File: config.mk
export PLATFORM = sky130hd
export DESIGN_NAME = uart_cmd_decoder
export DESIGN_NICKNAME = d
export VERILOG_FILES = /design/src/rtl/uart_cmd_decoder.sv
export SDC_FILE = /design/constraint.sdc
export NUM_CORES = 1
export LEC_CHECK = 0
export ABC_AREA = 1
export CORE_ASPECT_RATIO = 0.8
export CORE_MARGIN = 4
export CORE_UTILIZATION = 30
export DETAILED_ROUTE_END_ITERATION = 12
export GPL_TIMING_DRIVEN = 1
export PLACE_DENSITY = 0.46
export RECOVER_POWER = 50
export SLEW_MARGIN = 25
export SYNTH_ARGS = -nofsm -noshare
export SYNTH_HDL_FRONTEND = slang
export SYNTH_SLANG_ARGS = --single-unit
export TNS_END_PERCENT = 20
File: constraint.sdc
create_clock -name clk -period 1.4 [get_ports clk]
set_input_delay 0.21 -clock clk [delete_from_list [all_inputs] [get_ports clk]]
set_output_delay 0.21 -clock clk [all_outputs]
set_load 0.01 [all_outputs]
File: src/rtl/uart_cmd_decoder.sv
// UART byte-stream to JTAG command decoder: parses opcode/length/payload frames,
// emits a header per command and a registered payload stream, and reports errors.
module uart_cmd_decoder #(
    parameter int TIMEOUT_CYCLES = 100000
) (
    input  logic       clk,
    input  logic       rst,
    input  logic [7:0] in_data,
    input  logic       in_valid,
    output logic       in_ready,
    output logic       hdr_valid,
    input  logic       hdr_ready,
    output logic [1:0] hdr_op,
    output logic [7:0] hdr_len,
    output logic       dat_valid,
    input  logic       dat_ready,
    output logic [7:0] dat_byte,
    output logic       dat_last,
    output logic       err_valid,
    output logic [1:0] err_code
);

    localparam int TW = $clog2(TIMEOUT_CYCLES + 1);
    localparam logic [TW-1:0] TMO_LAST = TW'(TIMEOUT_CYCLES - 1);

    localparam logic [1:0] S_OP   = 2'd0;
    localparam logic [1:0] S_LEN  = 2'd1;
    localparam logic [1:0] S_HDR  = 2'd2;
    localparam logic [1:0] S_DATA = 2'd3;

    localparam logic [1:0] OP_RESET = 2'd0;
    localparam logic [1:0] OP_IR    = 2'd1;
    localparam logic [1:0] OP_DR    = 2'd2;
    localparam logic [1:0] OP_RUN   = 2'd3;

    logic [1:0]    state_q, state_d;
    logic [1:0]    hdr_op_q, hdr_op_d;
    logic [7:0]    hdr_len_q, hdr_len_d;
    logic          hdr_valid_q, hdr_valid_d;
    logic [5:0]    cnt_q, cnt_d;
    logic [TW-1:0] tmo_q, tmo_d;
    logic          dat_valid_q, dat_valid_d;
    logic [7:0]    dat_byte_q, dat_byte_d;
    logic          dat_last_q, dat_last_d;
    logic          err_valid_q, err_valid_d;
    logic [1:0]    err_code_q, err_code_d;

    logic          in_ready_s;
    logic          accept_s;
    logic          is_shift_s;
    logic [8:0]    len_round_s;

    // Upstream ready: DATA only takes a byte when the one-entry output register can move
    always_comb begin
        case (state_q)
            S_OP:    in_ready_s = 1'b1;
            S_LEN:   in_ready_s = 1'b1;
            S_HDR:   in_ready_s = 1'b0;
            S_DATA:  in_ready_s = !dat_valid_q || dat_ready;
            default: in_ready_s = 1'b0;
        endcase
    end

    assign accept_s    = in_valid && in_ready_s;
    assign is_shift_s  = (hdr_op_q == OP_IR) || (hdr_op_q == OP_DR);
    assign len_round_s = {1'b0, in_data} + 9'd7;

    // Frame parser, timeout counter and output register next-state
    always_comb begin
        state_d     = state_q;
        hdr_op_d    = hdr_op_q;
        hdr_len_d   = hdr_len_q;
        hdr_valid_d = hdr_valid_q;
        cnt_d       = cnt_q;
        tmo_d       = tmo_q;
        dat_valid_d = dat_valid_q;
        dat_byte_d  = dat_byte_q;
        dat_last_d  = dat_last_q;
        err_valid_d = 1'b0;
        err_code_d  = err_code_q;

        // A pending payload byte drains independently of the parser state
        if (dat_valid_q && dat_ready) begin
            dat_valid_d = 1'b0;
            dat_last_d  = 1'b0;
        end else begin
            dat_valid_d = dat_valid_q;
        end

        case (state_q)
            S_OP: begin
                tmo_d = '0;
                if (accept_s) begin
                    case (in_data)
                        8'h01: begin
                            hdr_op_d    = OP_RESET;
                            hdr_len_d   = 8'd0;
                            hdr_valid_d = 1'b1;
                            state_d     = S_HDR;
                        end
                        8'h02: begin
                            hdr_op_d = OP_IR;
                            state_d  = S_LEN;
                        end
                        8'h03: begin
                            hdr_op_d = OP_DR;
                            state_d  = S_LEN;
                        end
                        8'h04: begin
                            hdr_op_d = OP_RUN;
                            state_d  = S_LEN;
                        end
                        default: begin
                            err_valid_d = 1'b1;
                            err_code_d  = 2'd1;
                        end
                    endcase
                end else begin
                    state_d = S_OP;
                end
            end
            S_LEN: begin
                if (accept_s) begin
                    tmo_d     = '0;
                    hdr_len_d = in_data;
                    cnt_d     = len_round_s[8:3];
                    if (is_shift_s && (in_data == 8'd0)) begin
                        err_valid_d = 1'b1;
                        err_code_d  = 2'd2;
                        state_d     = S_OP;
                    end else begin
                        hdr_valid_d = 1'b1;
                        state_d     = S_HDR;
                    end
                end else if (tmo_q == TMO_LAST) begin
                    err_valid_d = 1'b1;
                    err_code_d  = 2'd3;
                    state_d     = S_OP;
                end else begin
                    tmo_d = tmo_q + TW'(1);
                end
            end
            S_HDR: begin
                tmo_d = '0;
                if (hdr_ready) begin
                    hdr_valid_d = 1'b0;
                    state_d     = is_shift_s ? S_DATA : S_OP;
                end else begin
                    hdr_valid_d = 1'b1;
                end
            end
            S_DATA: begin
                if (accept_s) begin
                    tmo_d       = '0;
                    dat_valid_d = 1'b1;
                    dat_byte_d  = in_data;
                    dat_last_d  = (cnt_q == 6'd1);
                    cnt_d       = cnt_q - 6'd1;
                    if (cnt_q == 6'd1) begin
                        state_d = S_OP;
                    end else begin
                        state_d = S_DATA;
                    end
                end else if (in_ready_s) begin
                    // Only idle cycles with the path open count; back-pressure holds the count
                    if (tmo_q == TMO_LAST) begin
                        err_valid_d = 1'b1;
                        err_code_d  = 2'd3;
                        state_d     = S_OP;
                    end else begin
                        tmo_d = tmo_q + TW'(1);
                    end
                end else begin
                    tmo_d = tmo_q;
                end
            end
            default: begin
                state_d = S_OP;
            end
        endcase
    end

    // State and output registers
    always_ff @(posedge clk or posedge rst) begin
        if (rst) begin
            state_q     <= S_OP;
            hdr_op_q    <= 2'd0;
            hdr_len_q   <= 8'd0;
            hdr_valid_q <= 1'b0;
            cnt_q       <= 6'd0;
            tmo_q       <= '0;
            dat_valid_q <= 1'b0;
            dat_byte_q  <= 8'd0;
            dat_last_q  <= 1'b0;
            err_valid_q <= 1'b0;
            err_code_q  <= 2'd0;
        end else begin
            state_q     <= state_d;
            hdr_op_q    <= hdr_op_d;
            hdr_len_q   <= hdr_len_d;
            hdr_valid_q <= hdr_valid_d;
            cnt_q       <= cnt_d;
            tmo_q       <= tmo_d;
            dat_valid_q <= dat_valid_d;
            dat_byte_q  <= dat_byte_d;
            dat_last_q  <= dat_last_d;
            err_valid_q <= err_valid_d;
            err_code_q  <= err_code_d;
        end
    end

    assign in_ready  = in_ready_s;
    assign hdr_valid = hdr_valid_q;
    assign hdr_op    = hdr_op_q;
    assign hdr_len   = hdr_len_q;
    assign dat_valid = dat_valid_q;
    assign dat_byte  = dat_byte_q;
    assign dat_last  = dat_last_q;
    assign err_valid = err_valid_q;
    assign err_code  = err_code_q;

endmodule

==> results of run 1 <==
flip-flops by register name, indices dropped and copies added, names as in the netlist:
signal     count
hdr_op         2
dat_valid      1
state_q        2
hdr_valid      1
tmo_q         17
dat_byte       8
err_valid      1
dat_last       1
cnt_q          6
hdr_len        8
err_code       2
cells in the final DEF, fill, tap and decap left out, drive strengths merged:
cell type / synthesis / routed
a21oi: 12 / 12
a31oi: 2 / 2
buf: 6 / 94
clkbuf: 3 / 8
clkdlybuf4s15: 0 / 1
clkdlybuf4s50: 0 / 7
clkinv: 0 / 1
dfrtp: 49 / 49
dlygate4sd2: 0 / 18
dlygate4sd3: 0 / 1
dlymetal6s2s: 0 / 10
ha: 3 / 3
inv: 54 / 53
nand2: 112 / 112
nand3: 52 / 52
nand3b: 1 / 1
nand4: 9 / 9
nor2: 68 / 68
nor3: 16 / 16
o211ai: 3 / 3
o21a: 1 / 1
o21ai: 32 / 32
o21bai: 2 / 2
o22ai: 1 / 1
o31ai: 1 / 1
or2: 1 / 1
xor2: 8 / 8
cells in the mapped netlist:
master      n  area [um2]
nand2_1   110       412.9
nor2_1     65       244.0
nand3_1    51       255.2
inv_1      50       187.7
dfrtp_1    49        1226
o21ai_0    24       120.1
nor3_1     16       80.08
a21oi_1    12       60.06
nand4_1     9       56.30
xor2_1      8       70.07
o21ai_1     6       30.03
clkbuf_1    3       11.26
ha_1        3       37.54
o211ai_1    3       22.52
a31oi_1     2       12.51
buf_2       2       10.01
buf_4       2       15.01
buf_6       2       22.52
inv_2       2       7.510
inv_4       2       12.51
nand2_4     2       22.52
nor2_2      2       12.51
o21bai_1    2       15.01
nand3_4     1       17.52
nand3b_1    1       7.510
nor2_4      1       11.26
o21a_1      1       7.510
o21ai_2     1       8.760
o21ai_4     1       16.27
o22ai_1     1       6.260
o31ai_1     1       7.510
or2_2       1       6.260
layout make-up:
class                      instances  area (um2)
multi-input combinational        324        1755
inverter                          54       215.2
clock buffer                       7       142.6
tap                              136       170.2
timing repair buffer             132        1126
fill                            1023        5132
sequential                        49        1227
layer usage:
| metal | up-vias | track usage | wire, um |
|---|---|---|---|
| met3 | 7 | 0.03474 | 422 |
| met5 | - | 0 | 0 |
| li1 | 1672 | - | - |
| met4 | 0 | 0.02962 | 70 |
| met1 | 1493 | 0.2622 | 5059 |
| met2 | 57 | 0.2267 | 3733 |
report_power, final:
part / switching [mW] / leakage, nW / internal [mW]
registers: 0.264 / 0.629 / 1.84
logic: 2.05 / 1.69 / 1.79
clock network: 0.537 / 0.0700 / 0.704
total: 2.86 / 2.39 / 4.33
per-stage QoR:
step	cell area (um2)	power [mW]	setup slack, ns
2_1_floorplan	3062	3.930	-0.08896
3_3_place_gp	4233	5.786	-0.4969
3_5_place_dp	4233	5.800	-0.4882
4_1_cts	4523	7.201	-0.1767
5_1_grt	4637	7.793	-0.2898
6_report	4637	7.184	-0.1853
kinds of logic after synthesis:
group / Yosys count
AO/OA/AOI/OAI: 54
XOR/XNOR: 8
adder cells (fa/ha/maj): 3
buffers and inverters: 63
flip-flops: 49
AND/OR/NAND/NOR: 259
critical path, stage by stage (launching register included):
cell	delay, ns
dfrtp_1	0.40
ha_4	0.17
nand2_4	0.05
nor2_4	0.15
nand3_2	0.12
nor2_4	0.16
o21ai_4	0.12
buf_6	0.16
a21oi_2	0.11
nor2_1	0.04
worst max path at each step:
| stage | from | end | slack (ns) |
|---|---|---|---|
| after global placement | dat_ready | in_ready | -0.50 |
| after CTS | tmo_q[1] | tmo_q[14] | -0.18 |
| after global routing | tmo_q[0] | err_code[1] | -0.29 |
| after floorplan | tmo_q[0] | tmo_q[5] | -0.09 |
| final | tmo_q[0] | tmo_q[4] | -0.19 |
| after detailed placement | dat_ready | in_ready | -0.49 |
what timing repair did:
| item | CTS | global route |
|---|---|---|
| gates resized for setup | 63 | 36 |
| setup buffers | 4 | 2 |
| pin swaps | 16 | 8 |
| endpoints found under the setup margin | 55 | 51 |
==> impl_metrics.env, run 1 <==
export IMPL_stdcell_count=702
export IMPL_synth_top_family_by_area="simple AND/OR/NAND/NOR gates"
export IMPL_synth_fa_ha_area_frac=0.01238
export IMPL_crit_required_ns=1.59
export IMPL_grt_usage=0.1642
export IMPL_grt_pass1_wl_um=15730
export IMPL_route_detailed_drc=0
export IMPL_wl_um=9284
export IMPL_dieArea_um2=11790
export IMPL_grt_pass1_vias=3139
export IMPL_coreArea_um2=9769
export IMPL_violations="setup timing"
export IMPL_drtIter0Drc=223
export IMPL_crit_path_end_kind="register"
export IMPL_max_slew_margin=0.5257
export IMPL_firstDrtPassIters=4
export IMPL_holdPathEnd="dat_last"
export IMPL_numClockSinks=49
export IMPL_cts_tree="done"
export IMPL_final_util=0.4746
export IMPL_initial_utilization=0.3105
export IMPL_worst_r2r_endpoint="tmo_q[4]"
export IMPL_hold_viol_final=0
export IMPL_skew_ns=0.008011
export IMPL_synth_mux_area_frac=0
export IMPL_grt_max_degree=50
export IMPL_grt_antenna_before_repair=0
export IMPL_htreeDepth=2
export IMPL_leakage_nw=2.389
export IMPL_grt_overflow_total=0
export IMPL_insertion_delay_ns=0.29
export IMPL_hold_path_depth=4
export IMPL_routedWlPerCell_um=13.23
export IMPL_slew_violations=0
export IMPL_setup_viol=25
export IMPL_synth_xor_xnor_area_share=0.02310
export IMPL_area_growth_synth_to_final_pct=52.89
export IMPL_peakVddDrop_uv=749.8
export IMPL_vias=3229
export IMPL_yosys_warnings=0
export IMPL_synthDistinctLibCells=32
export IMPL_drtAntennaViolNets=0
export IMPL_layout_worst_path_cycle_share=1.132
export IMPL_reg2reg_from="tmo_q[0]"
export IMPL_drv_cap=0
export IMPL_rows=32
export IMPL_root_buffer="clkbuf_16"
export IMPL_cp_data_arrival_time_ns=1.77
export IMPL_fmax_mhz=630.8
export IMPL_worst_slew_pin_slew_ns=0.7115
export IMPL_crit_type="reg2reg"
export IMPL_grt_setup_unrepaired="yes"
export IMPL_hpwlAfterDp_um=6994
export IMPL_n_antenna_cell=0
export IMPL_outcome="finished, violations left"
export IMPL_fp_dieW_um=120.4
export IMPL_gp_congestion=0.8428
export IMPL_hp_class="in2reg"
export IMPL_r2r_slack_ns=-0.19
export IMPL_synth_avg_cell_area_um2=6.956
export IMPL_placed_cells=689
export IMPL_holdBufCountCts=0
export IMPL_crit_path_start_kind="register"
export IMPL_syn_inst=436
export IMPL_vias_per_cell=4.600
export IMPL_clkTransAtPathRegs_ns=0.07
export IMPL_crit_fanout=6
export IMPL_hp_start="dat_ready"
export IMPL_ioPinCount=38
export IMPL_ys_seq_area_frac=0.4043
export IMPL_worst_slack_ns=-0.1853
export IMPL_synth_cell_area_um2=3033
export IMPL_fin_crit_ns=1.585
export IMPL_synth_compound_area_frac=0.1011
export IMPL_drive_gt1_frac=0.2880
export IMPL_num_nets_final=582
export IMPL_fin_tns_setup_ns=-3.178
export IMPL_powerDensity_nw_per_um2=1549
export IMPL_fin_hold_ws_ns=0.2876
export IMPL_synth_seq_cells=49
export IMPL_reg2reg_depth=9
export IMPL_fp_dieH_um=97.93
export IMPL_io_buffers=37
export IMPL_cts_buffers=5
export IMPL_synth_simple_area_share=0.3713
export IMPL_clk_path_buf_depth=2
export IMPL_syn_num_nets=452
Power figures use the tool's default switching activity.
==> run 2: changes to the inputs <==
Settings changed: CAP_MARGIN set to 20, CORE_UTILIZATION 30 to 35, PLACE_DENSITY 0.46 to 0.53.
==> impl_metrics.env, run 2 (synthesis results as in run 1) <==
export IMPL_outcome="finished, violations left"
export IMPL_violations="setup timing"
export IMPL_switching_share=0.4220
export IMPL_io_buffers=37
export IMPL_drv_cap=0
export IMPL_reg2reg_from="tmo_q[0]"
export IMPL_skew_ns=0.009474
export IMPL_cts_tree="done"
export IMPL_initial_utilization=0.3591
export IMPL_vias_per_cell=4.771
export IMPL_setup_viol=35
export IMPL_grt_max_degree=50
export IMPL_regMostFlops="tmo_q"
export IMPL_root_buffer="clkbuf_8"
export IMPL_clk_path_buf_depth=2
export IMPL_area_growth_synth_to_final_pct=50.12
export IMPL_path_cells="ha_4, nand2_4, nor2_4, nand3_2, nor2_4, buf_4, o211ai_1, a31oi_1"
export IMPL_worst_slack_ns=-0.1539
export IMPL_vias=3230
export IMPL_layout_commonest_cell="nand2_1"
export IMPL_powerDensity_nw_per_um2=1493
export IMPL_grt_usage=0.1805
export IMPL_max_slew_margin=0.5269
export IMPL_leakage_nw=2.262
export IMPL_hpwlAfterDp_um=6700
export IMPL_wl_um=8894
export IMPL_grt_antenna_before_repair=0
export IMPL_p_int_mw=3.928
export IMPL_ioPinCount=38
export IMPL_crit_type="reg2reg"
export IMPL_crit_path_top_delay_cell="dfrtp_1"
export IMPL_worst_slew_pin_slew_ns=0.7096
export IMPL_crit_fanout=4
export IMPL_insertion_delay_ns=0.30
export IMPL_mostFrequentLayoutCells="96 x nand2_1, 83 x buf_4, 48 x dfrtp_1"
export IMPL_grt_pass1_vias=3126
export IMPL_drtAntennaViolNets=0
export IMPL_crit_path_end_kind="register"
export IMPL_slew_violations=0
export IMPL_cts_buffers=5
export IMPL_crit_start="tmo_q[0]"
export IMPL_dieArea_um2=10230
export IMPL_route_detailed_drc=0
export IMPL_layout_worst_path_cycle_share=1.110
export IMPL_fmax_mhz=643.6
export IMPL_fp_dieH_um=91.26
export IMPL_drive_gt1_frac=0.3097
export IMPL_hold_path_depth=4
export IMPL_p_seq_frac=0.310
export IMPL_hold_viol_final=0
export IMPL_power_mw=6.796
export IMPL_reg2reg_depth=8
export IMPL_grt_overflow_total=0
export IMPL_rows=30
export IMPL_numClockSinks=49
export IMPL_drtIter0Drc=188
export IMPL_grt_setup_unrepaired="yes"
export IMPL_grt_pass1_wl_um=15340
export IMPL_n_antenna_cell=0
export IMPL_worst_r2r_endpoint="err_code[1]"
export IMPL_final_util=0.5391
export IMPL_hp_class="in2reg"
export IMPL_pwr_share_comb=0.566
export IMPL_p_sw_mw=2.868
export IMPL_largest_reg_flops=17
export IMPL_peakVddDrop_uv=679.3
export IMPL_fin_crit_ns=1.554
export IMPL_fin_tns_setup_ns=-2.860
export IMPL_clock_power_share=0.124
export IMPL_crit_path_start_kind="register"
export IMPL_stdcell_area_um2=4553
export IMPL_place_area_um2=4175
export IMPL_coreArea_um2=8446
export IMPL_endpoint="err_code[1]"
export IMPL_num_nets_final=580
export IMPL_gp_congestion=0.8606
export IMPL_clkTransAtPathRegs_ns=0.10
export IMPL_htreeDepth=2
export IMPL_routedWlPerCell_um=13.14
export IMPL_num_fill_cells=867
export IMPL_fp_dieW_um=112.1
export IMPL_crit_top_cell="nor2_4"
export IMPL_crit_required_ns=1.62
export IMPL_r2r_slack_ns=-0.15
export IMPL_cp_data_arrival_time_ns=1.77
export IMPL_firstDrtPassIters=4
export IMPL_cpPeakStageDelay_ns=0.40
run 2: stage by stage:
| stage | hold slack (ns) | setup slack, ns | instances |
|---|---|---|---|
| after floorplan | 0.2947 | -0.08896 | 436 |
| after global placement | 0.4672 | -0.4200 | 663 |
| after detailed placement | 0.4765 | -0.4935 | 663 |
| after CTS | 0.2853 | -0.1731 | 675 |
| after global routing | 0.4196 | -0.2607 | 677 |
| final | 0.4018 | -0.1539 | 677 |
run 2: worst min-delay path by stage:
stage	to	from	slack, ns
after detailed placement	dat_byte[3]	dat_byte[3]	0.48
after CTS	dat_last	rst	0.29
after global placement	dat_byte[7]	dat_byte[7]	0.47
final	dat_byte[5]	in_data[5]	0.40
after floorplan	hdr_valid	hdr_ready	0.29
after global routing	hdr_len[2]	in_data[2]	0.42
run 2: worst max-delay path: cells and delay by family, from the launching register on:
kind	cells	cell delay [ns]
AO/OA/AOI/OAI	2	0.31
adder cells (fa/ha/maj)	1	0.16
buffers and inverters	1	0.13
AND/OR/NAND/NOR	4	0.48
flip-flops	1	0.40
run 2: layout make-up:
cell class              instances  area, um2  share of cell area
repair buffers                130       1060              0.2328
inverters                      54      221.5             0.04864
clock inverters                 1      7.507            0.001649
flip-flops and latches         49       1227              0.2696
clock buffers                   7      76.32             0.01676
multi-input cells             324       1821              0.3998
well taps                     112      140.1             0.03078
run 2: repair_timing:
item                       in CTS  in global routing
setup endpoints to repair      64                 49
hold buffers                    0                  0
resized for setup              80                 48
pin swaps                      28                 18
setup buffers                   4                  2
run 2: routing by layer:
layer,share of wire,track usage,wire [um],vias up
met5,0,0,0,-
met4,0.0031,0.02803,28,0
met3,0.042,0.03531,377,2
met2,0.42,0.2505,3755,45
met1,0.53,0.2903,4733,1514
li1,-,-,-,1669
run 2: power groups by stage:
stage / clock [mW] / combinational, mW / sequential (mW)
finish: 0.845 / 3.84 / 2.11
global route: 0.947 / 4.29 / 2.16
CTS: 0.881 / 3.66 / 2.10
detailed placement: 0 / 3.56 / 2.13
global placement: 0 / 3.53 / 2.13
floorplan: 0 / 1.71 / 2.22
